File: config.mk
export PLATFORM = sky130hd
export DESIGN_NAME = puzzle_cursor_writer
export DESIGN_NICKNAME = d
export VERILOG_FILES = /design/src/rtl/puzzle_pkg.sv /design/src/rtl/puzzle_cell_addr.sv /design/src/rtl/puzzle_cursor_writer.sv
export SDC_FILE = /design/constraint.sdc
export NUM_CORES = 1
export LEC_CHECK = 0
export CAP_MARGIN = 40
export CORE_ASPECT_RATIO = 0.9
export CORE_MARGIN = 2
export CORE_UTILIZATION = 49
export CTS_CLUSTER_SIZE = 14
export DETAILED_ROUTE_END_ITERATION = 12
export GPL_ROUTABILITY_DRIVEN = 0
export GPL_TIMING_DRIVEN = 0
export PLACE_DENSITY = 0.81
export SETUP_SLACK_MARGIN = 0.3
export SLEW_MARGIN = 10
export SYNTH_ARGS = -nofsm -noshare
export SYNTH_HDL_FRONTEND = slang
export SYNTH_SLANG_ARGS = --single-unit
export TNS_END_PERCENT = 20
File: constraint.sdc
create_clock -name CLK -period 6.87 [get_ports CLK]
set_clock_uncertainty 0.2 [all_clocks]
set_input_delay 1.374 -clock CLK [delete_from_list [all_inputs] [get_ports CLK]]
set_output_delay 1.374 -clock CLK [all_outputs]
set_load 0.03 [all_outputs]
File: src/rtl/puzzle_pkg.sv
// rtl/puzzle_pkg.sv - shared keycodes, cell codes, directions and states for the puzzle cursor writer
package puzzle_pkg;

  // USB HID keycodes the writer understands
  localparam logic [7:0] KEY_A     = 8'h04;
  localparam logic [7:0] KEY_Z     = 8'h1D;
  localparam logic [7:0] KEY_BKSP  = 8'h2A;
  localparam logic [7:0] KEY_RIGHT = 8'h4F;
  localparam logic [7:0] KEY_LEFT  = 8'h50;
  localparam logic [7:0] KEY_DOWN  = 8'h51;
  localparam logic [7:0] KEY_UP    = 8'h52;

  // Grid cell byte values
  localparam logic [7:0] CELL_EMPTY = 8'h00;
  localparam logic [7:0] CELL_BLOCK = 8'h23;
  localparam logic [7:0] CHAR_A     = 8'h41;

  typedef enum logic [1:0] {
    DIR_R,
    DIR_L,
    DIR_D,
    DIR_U
  } dir_e;

  typedef enum logic [2:0] {
    ST_IDLE,
    ST_WR,
    ST_STEP,
    ST_RD,
    ST_WAIT,
    ST_CHK
  } state_e;

endpackage

File: src/rtl/puzzle_cell_addr.sv
// rtl/puzzle_cell_addr.sv - maps a grid cell to its RAM word address and byte lane
module puzzle_cell_addr #(
  parameter int COLS      = 15,
  parameter int BASE_WORD = 0
) (
  input  logic [4:0]  row_i,
  input  logic [4:0]  col_i,
  output logic [12:0] addr_o,
  output logic [3:0]  byte_en_o,
  output logic [1:0]  lane_o
);

  // Linear cell index; 32x32 grid fits in 11 bits
  logic [10:0] idx;

  assign idx       = 11'(row_i) * 11'(COLS) + 11'(col_i);
  assign addr_o    = 13'(BASE_WORD) + {4'b0000, idx[10:2]};
  assign lane_o    = idx[1:0];
  assign byte_en_o = 4'b0001 << idx[1:0];

endmodule

File: src/rtl/puzzle_cursor_writer.sv
// rtl/puzzle_cursor_writer.sv - keycode-driven cell writer and block-skipping cursor mover
module puzzle_cursor_writer
  import puzzle_pkg::*;
#(
  parameter int ROWS       = 15,
  parameter int COLS       = 15,
  parameter int BASE_WORD  = 0,
  parameter int RD_LATENCY = 2
) (
  input  logic        CLK,
  input  logic        RESET,
  input  logic [7:0]  key_code,
  input  logic        key_valid,
  output logic        key_ready,
  output logic [4:0]  cursor_row,
  output logic [4:0]  cursor_col,
  output logic [12:0] AVL_ADDR,
  output logic [3:0]  AVL_BYTE_EN,
  output logic        AVL_CS,
  output logic        AVL_READ,
  output logic        AVL_WRITE,
  output logic [31:0] AVL_WRITEDATA,
  input  logic [31:0] AVL_READDATA
);

  state_e      state_q, state_d;
  dir_e        dir_q, dir_d;
  logic [4:0]  cur_row_q, cur_row_d;
  logic [4:0]  cur_col_q, cur_col_d;
  logic [4:0]  cand_row_q, cand_row_d;
  logic [4:0]  cand_col_q, cand_col_d;
  logic [5:0]  tries_q, tries_d;
  logic [1:0]  wait_q, wait_d;
  logic [7:0]  char_q, char_d;

  logic [4:0]  step_row, step_col;
  logic [4:0]  addr_row, addr_col;
  logic [12:0] cell_addr;
  logic [3:0]  cell_be;
  logic [1:0]  cell_lane;
  logic [7:0]  rd_byte;
  logic        horiz;
  logic [5:0]  span;

  // The write targets the cursor cell; every read (and its check) targets the candidate
  assign addr_row = (state_q == ST_WR) ? cur_row_q : cand_row_q;
  assign addr_col = (state_q == ST_WR) ? cur_col_q : cand_col_q;

  puzzle_cell_addr #(
    .COLS      (COLS),
    .BASE_WORD (BASE_WORD)
  ) u_cell_addr (
    .row_i     (addr_row),
    .col_i     (addr_col),
    .addr_o    (cell_addr),
    .byte_en_o (cell_be),
    .lane_o    (cell_lane)
  );

  assign rd_byte    = AVL_READDATA[{cell_lane, 3'b000} +: 8];
  assign horiz      = (dir_q == DIR_R) || (dir_q == DIR_L);
  assign span       = horiz ? 6'(COLS) : 6'(ROWS);
  assign cursor_row = cur_row_q;
  assign cursor_col = cur_col_q;

  // Candidate moved one cell in the latched direction, wrapping within its row or column
  always_comb begin
    step_row = cand_row_q;
    step_col = cand_col_q;
    case (dir_q)
      DIR_R:   step_col = (cand_col_q == 5'(COLS - 1)) ? 5'd0 : cand_col_q + 5'd1;
      DIR_L:   step_col = (cand_col_q == 5'd0) ? 5'(COLS - 1) : cand_col_q - 5'd1;
      DIR_D:   step_row = (cand_row_q == 5'(ROWS - 1)) ? 5'd0 : cand_row_q + 5'd1;
      DIR_U:   step_row = (cand_row_q == 5'd0) ? 5'(ROWS - 1) : cand_row_q - 5'd1;
      default: ;
    endcase
  end

  // State and datapath registers; reset abandons any operation in flight
  always_ff @(posedge CLK or negedge RESET) begin
    if (!RESET) begin
      state_q    <= ST_IDLE;
      dir_q      <= DIR_R;
      cur_row_q  <= '0;
      cur_col_q  <= '0;
      cand_row_q <= '0;
      cand_col_q <= '0;
      tries_q    <= '0;
      wait_q     <= '0;
      char_q     <= '0;
    end else begin
      state_q    <= state_d;
      dir_q      <= dir_d;
      cur_row_q  <= cur_row_d;
      cur_col_q  <= cur_col_d;
      cand_row_q <= cand_row_d;
      cand_col_q <= cand_col_d;
      tries_q    <= tries_d;
      wait_q     <= wait_d;
      char_q     <= char_d;
    end
  end

  // Next-state logic and bus strobes; the bus is quiet outside WR and RD
  always_comb begin
    state_d       = state_q;
    dir_d         = dir_q;
    cur_row_d     = cur_row_q;
    cur_col_d     = cur_col_q;
    cand_row_d    = cand_row_q;
    cand_col_d    = cand_col_q;
    tries_d       = tries_q;
    wait_d        = wait_q;
    char_d        = char_q;
    key_ready     = 1'b0;
    AVL_ADDR      = '0;
    AVL_BYTE_EN   = '0;
    AVL_CS        = 1'b0;
    AVL_READ      = 1'b0;
    AVL_WRITE     = 1'b0;
    AVL_WRITEDATA = '0;

    case (state_q)
      ST_IDLE: begin
        key_ready = 1'b1;
        if (key_valid) begin
          cand_row_d = cur_row_q;
          cand_col_d = cur_col_q;
          tries_d    = '0;
          if (key_code >= KEY_A && key_code <= KEY_Z) begin
            char_d  = key_code - KEY_A + CHAR_A;
            dir_d   = DIR_R;
            state_d = ST_WR;
          end else if (key_code == KEY_BKSP) begin
            char_d  = CELL_EMPTY;
            dir_d   = DIR_L;
            state_d = ST_WR;
          end else if (key_code == KEY_RIGHT) begin
            dir_d   = DIR_R;
            state_d = ST_STEP;
          end else if (key_code == KEY_LEFT) begin
            dir_d   = DIR_L;
            state_d = ST_STEP;
          end else if (key_code == KEY_DOWN) begin
            dir_d   = DIR_D;
            state_d = ST_STEP;
          end else if (key_code == KEY_UP) begin
            dir_d   = DIR_U;
            state_d = ST_STEP;
          end
        end
      end

      ST_WR: begin
        AVL_CS        = 1'b1;
        AVL_WRITE     = 1'b1;
        AVL_ADDR      = cell_addr;
        AVL_BYTE_EN   = cell_be;
        AVL_WRITEDATA = {4{char_q}};
        state_d       = ST_STEP;
      end

      ST_STEP: begin
        // A one-cell span has nowhere to go, so skip the read entirely
        if (span == 6'd1) begin
          state_d = ST_IDLE;
        end else begin
          cand_row_d = step_row;
          cand_col_d = step_col;
          tries_d    = tries_q + 6'd1;
          state_d    = ST_RD;
        end
      end

      ST_RD: begin
        AVL_CS      = 1'b1;
        AVL_READ    = 1'b1;
        AVL_ADDR    = cell_addr;
        AVL_BYTE_EN = cell_be;
        wait_d      = '0;
        state_d     = (RD_LATENCY == 1) ? ST_CHK : ST_WAIT;
      end

      ST_WAIT: begin
        if (wait_q == 2'(RD_LATENCY - 2)) begin
          state_d = ST_CHK;
        end else begin
          wait_d = wait_q + 2'd1;
        end
      end

      ST_CHK: begin
        if (rd_byte != CELL_BLOCK) begin
          cur_row_d = cand_row_q;
          cur_col_d = cand_col_q;
          state_d   = ST_IDLE;
        end else if (tries_q < span - 6'd1) begin
          state_d = ST_STEP;
        end else begin
          state_d = ST_IDLE;
        end
      end

      default: state_d = ST_IDLE;
    endcase
  end

endmodule

==> impl_metrics.toml <==
[status]
status = "finished, final reports clean"

[die]
die_h_um = 87.76
design.core.area_um2 = 7545
num_rows = 30
pin_count = 106
initial_core_util_pct = 50.63
die_x_um = 97.07
dieArea_um2 = 8519

[cells_and_area]
antennaDiodeCount = 0
nNetsFinal = 627
fin_util_pct = 68.34
num-fill-cells = 620
ff_latch_area_um2 = 1026
final_area_um2 = 5156
multi_input_comb_area_um2 = 2436
drive_above_1_share_pct = 16.42
area_delta_synth_final_pct = 34.98

[synthesis]
yosysSeqAreaShare_pct = 26.86
synth_top_cell_area_share_pct = 26.86
netlist_top_cells_count = "dfrtp_1 (41), inv_1 (36), ha_1 (32)"
synth_edf_count = 0
ys_seq_elements = 41
synthDistinctLibCells = 69
async_reset_ff_share_pct = 100.0
syn_inst = 425
yosys_warnings = 0
synth.most_common_cell = "dfrtp_1"
synthDominantAreaCellType = "dfrtp_1"
syn_area_per_cell_um2 = 8.988
synthTopCellsByArea = "dfrtp_1 (27%), ha_1 (10%), buf_4 (6.1%)"
synth-main-ff-cell = "dfrtp_1"
synth_area_um2 = 3820

[detailed_routing]
vias_per_cell = 5.437
drc = 0
first_iter_violations = 190
vias = 3469
routed_wl_um = 9404
postRouteAntennaNets = 0
first_pass_iters = 5
wire_per_inst_um = 14.74

[hold_path]
holdPathStages = 1
hold_path_class = "register to register"
min_to = "char_q[7]$_DFFE_PN0P_"
hp-start = "char_q[7]$_DFFE_PN0P_"

[grt]
first_global_vias = 3363
grt_util_all_layers_pct = 22.58
grt_pass1_wl_um = 15730
grt_max_degree = 29
antenna_found_initial = 0
grt_overflow = 0

[clocking]
clkSlewWorstSetupHoldPaths_ns = 0.07
ctsHoldBuffers = 0
clockRootBuffer = "clkbuf_8"
cts_buffer_depth = 2
cts_tree = "built"
cts_sinks = 41
clock_latency_ns = 0.29
htreeDepth = 2
cts_buffers = 5

[sta]
min_period_ns = 6.459
rsz0062_at_grt = "true"
drv_slew = 0
hold_viol = 0
post-route-period-util_pct = 94.02
setup_viol = 0
fmax_mhz = 154.8
worst_hold_slack_ns = 0.2781

[pwr]
power_mw = 2.939
peakVddDrop_v = 0.0004593
powerDensity_nw_per_um2 = 570.0
p_leak_nw = 2.306

[worst_setup_path]
cp_common_cell = "inv_1"
cp.required_ns = 5.30
path_max_fanout = 10
r2r-end = "cursor_col[1]$_DFFE_PN0P_"
timing.rr.start = "state_q[2]$_DFFE_PN0P_"
r2r_cells = 17
cpMaxStageDelayCell = "fa_1"
r2r_slack_ns = 2.66
critPathMaxStageDelay_ns = 0.53
cp-start-kind = "register"
arrival_ns = 4.89
critical_path_class = "register to primary output"
critPathCaptureType = "primary output"
critical_path.cell_chain = "buf_2 -> nand2b_1 -> buf_4 -> nor2_4 -> buf_4 -> buf_4 -> o21ai_2 -> inv_1 -> fa_1 -> inv_1 -> fa_1 -> inv_1 -> fa_1 -> inv_1 -> ha_1 -> inv_1 -> o21ai_1 -> a21oi_1 -> xor2_1 -> nor2_1 -> clkdlybuf4s15_1"

[flow_run]
cap_violations = 0

[place]
dp_hpwl_um = 7298
placed_area_um2 = 4961
portBuffers = 99
power by group:
| group | internal [mW] | switching (mW) | total, mW |
|---|---|---|---|
| clock network | 0.0798 | 0.0799 | 0.160 |
| logic | 1.02 | 1.36 | 2.37 |
| registers | 0.321 | 0.0855 | 0.406 |
| total | 1.42 | 1.52 | 2.94 |
what timing repair did:
action,CTS,global route
setup endpoints to repair,7,7
pin swaps,2,2
resized for setup,23,10
buffers inserted,6,0
worst max-delay path by stage:
stage                                 from           to  slack [ns]
floorplan           state_q[2]$_DFFE_PN0P_  AVL_ADDR[6]        0.42
global placement    state_q[2]$_DFFE_PN0P_  AVL_ADDR[6]       -0.29
detailed placement  state_q[2]$_DFFE_PN0P_  AVL_ADDR[6]       -0.42
CTS                 state_q[2]$_DFFE_PN0P_  AVL_ADDR[6]        0.30
global route        state_q[2]$_DFFE_PN0P_  AVL_ADDR[4]        0.18
finish              state_q[2]$_DFFE_PN0P_  AVL_ADDR[4]        0.41
placed cells by master, fill, tap and decap left out, types with 3 or more instances in the layout:
cell type	n
clkdlybuf4s50_1	93
dfrtp_1	41
buf_4	39
inv_1	36
ha_1	31
nor2_1	29
o21ai_0	27
nand2_1	22
a21oi_1	18
and2_1	14
nand3_1	10
mux2_4	10
fa_1	10
nor3_1	8
clkbuf_1	8
a22oi_1	7
nand4_1	6
o31ai_1	6
and3_1	6
nor2b_1	6
clkbuf_8	6
a31oi_1	5
buf_2	5
nand2b_1	5
o22ai_1	5
conb_1	5
xor2_1	4
xnor2_1	4
a22o_1	4
mux2i_1	3
a211oi_1	3
mux2_2	3
o21ai_1	3
and4b_1	3
worst max-delay path, delay by kind of cell (launching register included):
kind | cells | cell delay, ns
adders and majority gates | 4 | 1.84
buffers and inverters | 10 | 1.39
AOI/OAI and AO/OA | 3 | 0.59
DFF | 1 | 0.34
and+or+nand+nor | 3 | 0.29
xor gates and xnor gates | 1 | 0.16
metrics by stage:
step / TNS [ns] / setup slack [ns] / std cells
2_1_floorplan: 0 / 0.4162 / 429
3_3_place_gp: -0.2872 / -0.2872 / 624
3_5_place_dp: -0.5447 / -0.4234 / 625
4_1_cts: 0 / 0.3022 / 638
5_1_grt: 0 / 0.1847 / 638
6_report: 0 / 0.4106 / 638
cells by family (layout without fill, tap and decap cells):
group | count (synthesis) | count (layout) | share of synthesized area, %
buffers and inverters | 81 | 194 | 11.40
other | 1 | 5 | 0.09817
DFF | 41 | 41 | 26.86
adders and majority gates | 42 | 42 | 15.72
and+or+nand+nor | 131 | 131 | 19.88
xor gates and xnor gates | 8 | 8 | 1.834
AOI/OAI and AO/OA | 103 | 103 | 18.05
muxes | 18 | 18 | 6.158
registers in the layout, summed over array words and instances, names as in the netlist:
| register | cells |
|---|---|
| cursor_row | 5 |
| dir_q | 2 |
| state_q | 3 |
| cand_col_q | 5 |
| cursor_col | 5 |
| wait_q | 2 |
| tries_q | 6 |
| cand_row_q | 5 |
| char_q | 8 |
final cells by class:
type                       instances  share of cell area (%)
buffer                            45                   5.994
inverter                          36                   2.621
multi-input combinational        307                   47.25
sequential                        41                   19.90
timing repair buffer             106                   20.24
clock buffer                       7                   1.674
tap                               96                   2.330
per-layer routing:
layer | track usage, % | vias to the layer above | share of wire, % | wire, um
met5 | 0 | - | 0 | 0
met4 | 6.146 | 0 | 1.2 | 112
met3 | 2.713 | 10 | 5.6 | 527
met2 | 40.21 | 111 | 50 | 4749
met1 | 29.54 | 1643 | 43 | 4014
li1 | - | 1705 | - | -
No activity file was read; power rests on OpenSTA's default activity.
==> edit, RTL diff (same settings) <==
Reset style: synchronous (`RESET`), changed in one clocked block.
--- a/src/rtl/puzzle_cursor_writer.sv
+++ b/src/rtl/puzzle_cursor_writer.sv
@@ -77,7 +77,7 @@
   end
 
   // State and datapath registers; reset abandons any operation in flight
-  always_ff @(posedge CLK or negedge RESET) begin
+  always_ff @(posedge CLK) begin
     if (!RESET) begin
       state_q    <= ST_IDLE;
       dir_q      <= DIR_R;
Function: differs if RESET is asserted again (counterexample within 4 cycles, from zero or initial values and one cycle with RESET low); with RESET held inactive, the same outputs for 10 cycles.
==> edit against the unedited design <==
  * Sequential cell count unchanged
  * Non-clock buffer count increased by 6
  * Synthesized area is 0.88% lower
  * Worst hold slack lost 0.0048 ns
  * Setup slack lost 0.11 ns
  * Routed wire length is 12% higher
  * Design area shrank 3.0%
  * Final cell count rose by 7.5%
  * Maximum frequency is 1.6% lower
  * Critical endpoint is now AVL_ADDR[7]
  * Highest routed layer unchanged
Power is left out: it rests on default switching activity, and per cell area and clock period it moved more than threefold.
==> edit: results (changes against the unedited design) <==
| Metric | Value |
|---|---|
| Status | complete, no violations (unchanged) |
| Invs w/o clock | 28 (was 36) |
| Worst path max stage delay | 0.51 ns (was 0.53 ns) |
| Crit path DAT | 4.99 ns (was 4.89 ns) |
| Vias in the first global route | 3722 (was 3363) |
| Fraction of registers with async set or reset after synthesis | 0 (was 1.00) |
| R2r startpoint | state_q[2]$_SDFFE_PN0P_ (was state_q[2]$_DFFE_PN0P_) |
| Placed insts | 678 (was 625) |
| Iteration-0 DRC Markers | 408 (was 190) |
| Worst Hold Path EP | char_q[2]$_SDFFE_PN0P_ (was char_q[7]$_DFFE_PN0P_) |
| Via count | 3862 (was 3469) |
| Worst reg2reg setup slack | 3.31 ns (was 2.66 ns) |
| Cell variety after synth | 65 (was 69) |
| Util after Layout | 0.666 (was 0.683) |
| Post-synth top flop | dfxtp_1 (was dfrtp_1) |
| Ratio of cells with drive above 1 in the final layout | 0.108 (was 0.164) |
| Final hold slack | 0.273 ns (was 0.278 ns) |
| Reg2Reg Capture Point | cursor_col[0]$_SDFFE_PN0P_ (was cursor_col[1]$_DFFE_PN0P_) |
| First-pass GRT wire length | 17100 um (was 15700 um) |
| Post-CTS setup buffers | 0 (was 6) |
| Commonest cells post-synth | nand2_1, dfxtp_1, nor2_1 (was dfrtp_1, inv_1, ha_1) |
| Final Critical Period | 6.57 ns (was 6.46 ns) |
| Post-Layout Inst Area | 5000 um2 (was 5160 um2) |
| Clk tree area frac | 0.0233 (was 0.0167) |
| Tot GR Track Use | 0.242 (was 0.226) |
| Fin nets | 672 (was 627) |
| FF+latch area | 821 um2 (was 1030 um2) |
| Hold_sp | char_q[2]$_SDFFE_PN0P_ (was char_q[7]$_DFFE_PN0P_) |
| CP endpoint | AVL_ADDR[7] (was AVL_ADDR[4]) |
| Avg Vias per Cell | 5.63 (was 5.44) |
| Synth Instances | 481 (was 425) |
| Reg2Reg Depth | 15 (was 17) |
| Multi-input logic area | 2500 um2 (was 2440 um2) |
| Largest net degree at the start of global routing | 13 (was 29) |
| Sequential element share of the synthesized area | 0.217 (was 0.269) |
| Multi-input gates | 356 (was 307) |
[edit: per-layer routing]
metal	GRT usage	wire [um]	up-vias
met4	0.0487	92	0
met5	0	0	-
met3	0.0345	694	14
met1	0.316	4580	1846
met2	0.432	5210	131
li1	-	-	1871
[edit: what timing repair did]
| item | 4_1_cts | 5_1_grt |
|---|---|---|
| gates resized for setup | 3 | 7 |
| pin swaps | 0 | 0 |
| endpoints found under the setup margin | 3 | 5 |
[edit: cell families (layout without fill, tap and decap cells)]
| kind of cell | Yosys count | in the layout | synth area share |
|---|---|---|---|
| buf+inv | 88 | 193 | 0.126 |
| other cells | 1 | 5 | 0.000990 |
| xor+xnor | 12 | 12 | 0.0278 |
| compound gates | 115 | 115 | 0.197 |
| mux | 21 | 21 | 0.0565 |
| flops | 41 | 41 | 0.217 |
| fa+ha+maj | 40 | 40 | 0.148 |
| simple gates | 163 | 163 | 0.227 |
